===== config.mk =====
export PLATFORM = sky130hd
export DESIGN_NAME = imu_frame_packer
export DESIGN_NICKNAME = d
export VERILOG_FILES = /design/src/rtl/imu_frame_pkg.sv /design/src/rtl/imu_decimator.sv /design/src/rtl/imu_frame_packer.sv
export SDC_FILE = /design/constraint.sdc
export NUM_CORES = 1
export LEC_CHECK = 0
export BUFFER_PORTS_ARGS = -buffer_cell sky130_fd_sc_hd__buf_2
export CAP_MARGIN = 20
export CORE_AREA = 2 2 129 131
export CTS_CLUSTER_DIAMETER = 30
export DETAILED_ROUTE_END_ITERATION = 10
export DIE_AREA = 0 0 131 133
export GPL_TIMING_DRIVEN = 1
export PLACE_DENSITY_LB_ADDON = 0.12
export SKIP_CTS_REPAIR_TIMING = 1
export SYNTH_ARGS = -nofsm -noshare
export SYNTH_HDL_FRONTEND = slang
export SYNTH_SLANG_ARGS = --single-unit

===== constraint.sdc =====
create_clock -name clk_i -period 2.9 [get_ports clk_i]
set_input_delay 0.58 -clock clk_i [delete_from_list [all_inputs] [get_ports clk_i]]
set_output_delay 0.58 -clock clk_i [all_outputs]
set_load 0.02 [all_outputs]

===== src/rtl/imu_frame_pkg.sv =====
// Shared types and constants for the IMU binary frame packer.
package imu_frame_pkg;

    // Byte currently presented on the stream, or IDLE when nothing is in flight
    typedef enum logic [2:0] {
        ST_IDLE,
        ST_SYNC0,
        ST_SYNC1,
        ST_SEQ,
        ST_LEN,
        ST_PAYLOAD,
        ST_CHK
    } state_t;

    localparam logic [7:0] SYNC0_DEFAULT = 8'hA5;
    localparam logic [7:0] SYNC1_DEFAULT = 8'h5A;

    // Width of the frame and drop counters
    localparam int CNT_W = 16;

    // Payload byte count for a given channel layout
    function automatic int payload_len(input int num_ch, input int sample_w);
        return num_ch * (sample_w / 8);
    endfunction

    // Header (sync x2, seq, len) plus payload plus checksum
    function automatic int frame_len(input int num_ch, input int sample_w);
        return payload_len(num_ch, sample_w) + 5;
    endfunction

endpackage


===== src/rtl/imu_decimator.sv =====
// Sample decimator: flags one sample out of every decim_i+1 valid strobes.
module imu_decimator #(
    parameter int DECIM_W = 8
) (
    input  logic               clk_i,
    input  logic               rst_i,
    input  logic               enable_i,
    input  logic               sample_valid_i,
    input  logic [DECIM_W-1:0] decim_i,
    output logic               eligible_o
);

    logic [DECIM_W-1:0] dcnt;

    // Comparing with >= means a decim_i lowered below dcnt lets the next sample through
    assign eligible_o = sample_valid_i && enable_i && (dcnt >= decim_i);

    // Count valid strobes between eligible samples; parked at zero while disabled
    always_ff @(posedge clk_i) begin
        if (rst_i) begin
            dcnt <= '0;
        end else if (!enable_i) begin
            dcnt <= '0;
        end else if (sample_valid_i) begin
            if (dcnt >= decim_i) begin
                dcnt <= '0;
            end else begin
                dcnt <= dcnt + 1'b1;
            end
        end
    end

endmodule


===== src/rtl/imu_frame_packer.sv =====
// IMU frame packer: snapshots a sample vector and streams it as a
// checksummed binary frame over a byte-wide valid/ready interface.
//
//   state      | meaning
//   -----------+-----------------------------------------------
//   ST_IDLE    | no frame in flight, waiting for eligible sample
//   ST_SYNC0   | presenting first sync byte
//   ST_SYNC1   | presenting second sync byte
//   ST_SEQ     | presenting sequence number
//   ST_LEN     | presenting payload length
//   ST_PAYLOAD | presenting payload byte idx (ch0 MSB first)
//   ST_CHK     | presenting checksum; handshake completes the frame
module imu_frame_packer
    import imu_frame_pkg::*;
#(
    parameter int         NUM_CH   = 7,
    parameter int         SAMPLE_W = 16,
    parameter int         DECIM_W  = 8,
    parameter logic [7:0] SYNC0    = SYNC0_DEFAULT,
    parameter logic [7:0] SYNC1    = SYNC1_DEFAULT
) (
    input  logic                       clk_i,
    input  logic                       rst_i,
    input  logic [NUM_CH*SAMPLE_W-1:0] sample_i,
    input  logic                       sample_valid_i,
    input  logic                       enable_i,
    input  logic [DECIM_W-1:0]         decim_i,
    output logic [7:0]                 byte_o,
    output logic                       byte_valid_o,
    input  logic                       byte_ready_i,
    output logic                       busy_o,
    output logic [CNT_W-1:0]           frames_sent_o,
    output logic [CNT_W-1:0]           drop_cnt_o,
    output logic                       led_activity_o
);

    localparam int         LEN      = payload_len(NUM_CH, SAMPLE_W);
    localparam int         SNAP_W   = NUM_CH * SAMPLE_W;
    localparam logic [7:0] LEN_B    = 8'(LEN);
    localparam logic [7:0] LAST_IDX = 8'(LEN - 1);

    state_t              state;
    logic [SNAP_W-1:0]   snap;
    logic [7:0]          acc;
    logic [7:0]          idx;
    logic [7:0]          seq;
    logic                eligible;
    logic                hs;

    imu_decimator #(
        .DECIM_W (DECIM_W)
    ) u_decim (
        .clk_i          (clk_i),
        .rst_i          (rst_i),
        .enable_i       (enable_i),
        .sample_valid_i (sample_valid_i),
        .decim_i        (decim_i),
        .eligible_o     (eligible)
    );

    assign hs     = byte_valid_o && byte_ready_i;
    assign busy_o = (state != ST_IDLE);

    // Frame sequencer: each handshake loads the next byte into the output register.
    // The snapshot is consumed by shifting left, so its top byte is always the next payload byte.
    always_ff @(posedge clk_i) begin
        if (rst_i) begin
            state          <= ST_IDLE;
            byte_o         <= '0;
            byte_valid_o   <= 1'b0;
            snap           <= '0;
            acc            <= '0;
            idx            <= '0;
            seq            <= '0;
            frames_sent_o  <= '0;
            led_activity_o <= 1'b0;
        end else begin
            case (state)
                ST_IDLE: begin
                    if (eligible) begin
                        snap         <= sample_i;
                        acc          <= '0;
                        byte_o       <= SYNC0;
                        byte_valid_o <= 1'b1;
                        state        <= ST_SYNC0;
                    end
                end
                ST_SYNC0: begin
                    if (hs) begin
                        byte_o <= SYNC1;
                        state  <= ST_SYNC1;
                    end
                end
                ST_SYNC1: begin
                    if (hs) begin
                        byte_o <= seq;
                        state  <= ST_SEQ;
                    end
                end
                ST_SEQ: begin
                    if (hs) begin
                        acc    <= acc + byte_o;
                        byte_o <= LEN_B;
                        state  <= ST_LEN;
                    end
                end
                ST_LEN: begin
                    if (hs) begin
                        acc    <= acc + byte_o;
                        byte_o <= snap[SNAP_W-1 -: 8];
                        snap   <= snap << 8;
                        idx    <= '0;
                        state  <= ST_PAYLOAD;
                    end
                end
                ST_PAYLOAD: begin
                    if (hs) begin
                        acc <= acc + byte_o;
                        if (idx == LAST_IDX) begin
                            // checksum includes the byte completing right now
                            byte_o <= acc + byte_o;
                            state  <= ST_CHK;
                        end else begin
                            byte_o <= snap[SNAP_W-1 -: 8];
                            snap   <= snap << 8;
                            idx    <= idx + 1'b1;
                        end
                    end
                end
                ST_CHK: begin
                    if (hs) begin
                        byte_valid_o   <= 1'b0;
                        seq            <= seq + 1'b1;
                        frames_sent_o  <= frames_sent_o + 1'b1;
                        led_activity_o <= ~led_activity_o;
                        state          <= ST_IDLE;
                    end
                end
                default: begin
                    byte_valid_o <= 1'b0;
                    state        <= ST_IDLE;
                end
            endcase
        end
    end

    // Saturating count of eligible samples that arrive while a frame is in flight
    always_ff @(posedge clk_i) begin
        if (rst_i) begin
            drop_cnt_o <= '0;
        end else if (eligible && (state != ST_IDLE) && (drop_cnt_o != '1)) begin
            drop_cnt_o <= drop_cnt_o + 1'b1;
        end
    end

endmodule


==> results of run 1 <==
## kinds of logic (layout without fill, tap and decap cells)
group                      after synthesis  after routing  synth area share [%]
and+or+nand+nor                        528            528                 25.11
buffers and inverters                  100            246                 4.754
adders and majority gates               22             22                 3.197
DFF                                    189            189                 42.78
muxes                                   10             10                 1.160
AOI/OAI and AO/OA                      209            209                 18.28
other                                    0              1                     0
xor gates and xnor gates                46             46                 4.711
## layer usage
layer  GRT usage, %  vias up
li1               -     4132
met1          35.43     3735
met2          39.84      194
met3          3.841       19
met4          6.619        0
met5              0        -
## state kept, by name, summed over array words and instances, names as in the netlist
register        count
byte_o              8
acc                 8
frames_sent_o      16
u_decim.dcnt        8
led_activity_o      1
seq                 8
idx                 8
byte_valid_o        1
snap              112
state               3
drop_cnt_o         16
## layout by cell type (no fill, tap or decap), types with 3 or more instances in the layout
cell type and n:
and2_1 3, xor2_1 30, clkbuf_16 17, buf_12 8
and3_1 10, a311oi_1 105, mux2i_1 8, buf_2 166
nor3_1 12, clkbuf_1 3, nor2b_1 4, a211oi_1 6
nand3_1 28, nor2_1 182, nand2_1 238, a21oi_1 34
nand2b_1 10, inv_1 24, dfxtp_1 189, a22o_1 7
o31ai_1 3, ha_1 21, a31oi_1 5, xnor2_1 15
bufinv_16 3, clkinvlp_4 4, buf_4 17, o21ai_0 21
nand4_1 16, or3_1 9
## how the worst min path moves through the flow
stage | startpoint | end | slack, ns | cells past startpoint
floorplan | acc[6] | acc[6] | 0.45 | 1
global placement | snap[7] | snap[7] | 0.46 | 2
detailed placement | snap[3] | snap[3] | 0.46 | 2
CTS | sample_i[34] | snap[34] | 0.40 | 3
global route | sample_i[49] | snap[49] | 0.40 | 3
finish | sample_i[32] | snap[32] | 0.41 | 3
## metrics by stage
stage / worst slack [ns] / std cells
2_1_floorplan: 0.4026 / 1104
3_3_place_gp: 0.02227 / 1436
3_5_place_dp: -0.1008 / 1436
4_1_cts: 0.1090 / 1467
5_1_grt: 0.2531 / 1470
6_report: 0.4172 / 1471
## layout make-up
cell class,instances,area [um^2]
antenna,1,2.502
clock buffer,22,464.2
clock inverter,9,137.6
fill,1407,5645
inverter,24,90.09
multi-input combinational,815,4654
sequential,189,3784
tap,220,275.3
timing repair buffer,191,1119
## power by group through the flow
stage	sequential (mW)	combinational [mW]	clock, mW
6_report	2.80	0.559	2.39
5_1_grt	2.82	0.630	2.55
4_1_cts	2.80	0.551	2.43
3_5_place_dp	2.86	0.549	0
3_3_place_gp	2.86	0.538	0
2_1_floorplan	2.84	0.376	0
## critical path, cell delays in order, from the launching register on
cell and delay, ns:
dfxtp_1 0.39, inv_1 0.06, ha_1 0.17, and4b_1 0.23, a21bo_1 0.20, a221o_1 0.42
a21oi_4 0.16, buf_12 0.17, buf_4 0.25, nor2_1 0.07, a311oi_1 0.26
==> results.cfg, run 1 <==
[job]
maxCapViolCount = 0

[yosys]
synth_top_area_share_pct = 42.78
netlist_instances = 1104
synth-async-reset-ratio_pct = 0
synth_area_leaders = dfxtp_1, a311oi_1, nand2_1
ys_seq_area_share_pct = 42.78
yosys.area.top_type = dfxtp_1
ys_ff_latch = 189
synth_top_cells_by_count = nand2_1, dfxtp_1, nor2_1
mappedNetlistNets = 1251
synth_edf_count = 0
ys_warn_count = 0
yosysMostFrequentCell = nand2_1
syn-cell-area_um2 = 8843
syn_area_per_cell_um2 = 8.010
synth_cell_types = 61
synthFlopType = dfxtp_1

[power_and_ir_drop]
peakVddDrop_uv = 410.5
power.leakage_nw = 4.174
seq_power_share_pct = 48.8
power_mw = 5.747
net-switching-power_mw = 1.364
powerDensity_nw_per_um2 = 546.0
internal_power_mw = 4.383
swShare_pct = 23.74
p_comb_share_pct = 9.7
clockPowerShare_pct = 41.5

[grt]
grtUsageTotal_pct = 25.03
grt_antenna_before_repair = 1
grt_overflow = 0
grt_max_degree = 107
grt_pass1_vias = 7395
grt_pass1_wl_mm = 35.47

[routing]
finalWirelength_mm = 21.51
dr.max_layer_used = met4
drc_errors = 0
post_drt_wl_per_cell_um = 14.62
wl_met2_mm = 10.12
num_vias = 8080
drt-initial-drc-count = 629
viasPerCell = 5.493
firstDrtPassIters = 5
dr_wl_met3_um = 906
ant_nets = 0
met1Wirelength_mm = 10.20

[die]
rows = 47
die_w_um = 131
start_util_pct = 54.68
die-area_um2 = 17420
core_um2 = 16170
ios = 168
die-height_um = 133

[clock_network]
insertion_delay_ns = 0.43
clock_path_buffers = 2
cts_buffers = 17
path_clk_slew_ns = 0.07
cts_tree = built
cts_root_buf = clkbuf_16
cts.sinks = 189
h-tree-depth = 4

[timing]
fin_worst_skew_ns = 0.007539
maxSlewHeadroom_pct = 58.47
fmax_ghz = 0.4028
hold_slack_ns = 0.4107
hold_viol = 0
post-route-period-util_pct = 85.61
worstMarginPinSlew_ns = 0.6230
period_needed_ns = 2.483
slew_viol_final = 0
tns_ns = 0
setup_violations = 0
rsz0062_at_grt = false

[min_path]
min_path_type = primary input to register

[placement]
dpl-instance-area_um2 = 9887
hpwl_mm = 14.70
numPortBuffers = 167
gp_congestion = 0.8587

[worst_setup_path]
worst_setup_path_end_kind = register
reg2regPathDepth = 10
cp_max_fo = 24
r2r_slack_ns = 0.42
crit_start = idx[1]
arrival_ns = 2.81
r2r-end = snap[22]
worstPathRequired_ns = 3.23
endpoint = snap[22]
r2r-start = idx[1]
start_kind = register
crit_type = register to register

[finish]
area_growth_pct = 19.03
fin_util_pct = 65.09
nets = 1385
drive_above_1_share_pct = 18.64
design_area_um2 = 10530

[status]
status = finished clean
Note: power is estimated with default switching activity, not from simulation.
==> run 2: changes to the inputs <==
Settings changed: PLACE_DENSITY set to 0.8, PLACE_DENSITY_LB_ADDON 0.12 to not set.
==> run 2 against run 1 <==
Net effect:
- critical path depth down 1
- global-route usage down 0.79 points
- setup slack worse by 0.16 ns
- critical path type unchanged
==> results.cfg, run 2 (synthesis gave the netlist of run 1 again) <==
[status]
status = finished clean

[finish]
layout_commonest_cell = nand2_1
largest_reg_flops = 112
top_regs = snap (112), drop_cnt_o (16), frames_sent_o (16)
largest_register = snap
layout_common_cells = nand2_1, dfxtp_1, nor2_1
nets = 1379
area_growth_pct = 17.84
drive_above_1_share_pct = 18.63
nFillCells = 1413

[power_and_ir_drop]
powerDensity_nw_per_um2 = 535.1
power.leakage_nw = 4.130
p_comb_share_pct = 9.8
net-switching-power_mw = 1.420
swShare_pct = 25.47
seq_power_share_pct = 50.2
clockPowerShare_pct = 40.0
peakVddDrop_uv = 440.8
internal_power_mw = 4.156

[placement]
numPortBuffers = 167
hpwl_mm = 14.42
gp_congestion = 0.8398

[timing]
slew_viol_final = 0
rsz0062_at_grt = false
post-route-period-util_pct = 91.28
hold_slack_ns = 0.4014
worstMarginPinSlew_ns = 0.6800
period_needed_ns = 2.647
tns_ns = 0
fin_worst_skew_ns = 0.01395
fmax_ghz = 0.3778
maxSlewHeadroom_pct = 54.67
hold_viol = 0
setup_violations = 0

[worst_setup_path]
arrival_ns = 2.97
r2r-end = snap[85]
cp_max_fo = 30
path_cells = inv_1 -> ha_1 -> and4b_1 -> a21bo_1 -> a221o_1 -> a21oi_4 -> buf_4 -> nor2_1 -> a311oi_1
path_buf_inv = 2
worst_setup_path_end_kind = register
crit_type = register to register
slowest_delay_ns = 0.40
start_kind = register
reg2regPathDepth = 9
crit_slowest_cell = a221o_1
worstPathRequired_ns = 3.23
r2r_slack_ns = 0.25
r2r-start = idx[1]
crit_family = compound AO/OA/AOI/OAI gates

[clock_network]
cts_tree = built
cts.sinks = 189
cts_root_buf = clkbuf_16
clock_path_buffers = 2
path_clk_slew_ns = 0.08
cts_buffers = 17
insertion_delay_ns = 0.44
h-tree-depth = 4

[die]
ios = 168
die-height_um = 133
start_util_pct = 54.68
rows = 47
core_um2 = 16170
die_w_um = 131
die-area_um2 = 17420

[routing]
finalWirelength_mm = 21.15
post_drt_wl_per_cell_um = 14.42
drc_errors = 0
num_vias = 8201
drt-initial-drc-count = 544
viasPerCell = 5.590
firstDrtPassIters = 5
ant_nets = 0

[grt]
grtUsageTotal_pct = 24.24
grt_max_degree = 115
grt_overflow = 0
grt_antenna_before_repair = 2
grt_pass1_vias = 7270
grt_pass1_wl_mm = 34.31

[min_path]
hp-start = sample_i[61]
min_path_type = primary input to register
hold_end = snap[61]
hold_depth = 3

[job]
maxCapViolCount = 0
==> run 2: cell count changes in the layout (fill, tap and decap cells not counted), moves of 2 or more <==
cell / previous run / this run
buf_12: 8 / 5
clkinv_4: 2 / 4
buf_4: 17 / 14
clkbuf_1: 3 / 0
bufinv_16: 3 / 0
inv_8: 0 / 3
==> run 2: final cells by class <==
class | count | area, um^2 | area share, %
multi-input combinational | 815 | 4659 | 44.71
sequential | 189 | 3784 | 36.31
timing repair buffer | 185 | 1036 | 9.941
clock buffer | 20 | 466.7 | 4.478
tap | 220 | 275.3 | 2.641
clock inverter | 12 | 105.1 | 1.009
inverter | 24 | 90.09 | 0.8645
antenna | 2 | 5.005 | 0.04803
==> run 2: worst register-to-register path, delay by kind of cell, from the launching register on <==
kind / cells / cell delay (ns)
buf+inv: 2 / 0.43
flops: 1 / 0.39
compound gates: 4 / 1.25
fa+ha+maj: 1 / 0.17
simple gates: 2 / 0.31
==> run 2: stage by stage <==
stage	setup slack [ns]	std cells	total power [mW]	utilization, %	instance area (um^2)
6_report	0.2528	1467	5.576	64.44	10420
5_1_grt	0.02855	1466	5.821	64.43	10420
4_1_cts	0.1032	1465	5.618	64.38	10410
3_5_place_dp	-0.02894	1433	3.401	60.84	9839
3_3_place_gp	0.1226	1433	3.381	60.84	9839
2_1_floorplan	0.4026	1104	3.217	-	8843
==> run 2: layer usage <==
layer | share of wire [%] | vias up | track usage, % | wire length (um)
met5 | 0 | - | 0 | 0
met4 | 2.1 | 0 | 7.624 | 451
met3 | 5.3 | 35 | 5.419 | 1126
met2 | 47 | 240 | 38.08 | 9991
met1 | 45 | 3798 | 33.13 | 9584
li1 | - | 4128 | - | -
==> run 2: worst max path at each step <==
stage               cells after the start             to       start
finish                                  9       snap[85]      idx[1]
global placement                        9      byte_o[6]  decim_i[2]
floorplan                               8  drop_cnt_o[9]  decim_i[7]
global route                            9       snap[85]      idx[1]
CTS                                     3         busy_o    state[2]
detailed placement                     10       snap[85]  decim_i[2]
==> run 2: power groups by stage <==
| stage | sequential, mW | clock, mW | combinational [mW] |
|---|---|---|---|
| after floorplan | 2.84 | 0 | 0.376 |
| after global placement | 2.85 | 0 | 0.527 |
| after detailed placement | 2.86 | 0 | 0.544 |
| after CTS | 2.80 | 2.27 | 0.547 |
| after global routing | 2.81 | 2.39 | 0.615 |
| final | 2.80 | 2.23 | 0.544 |
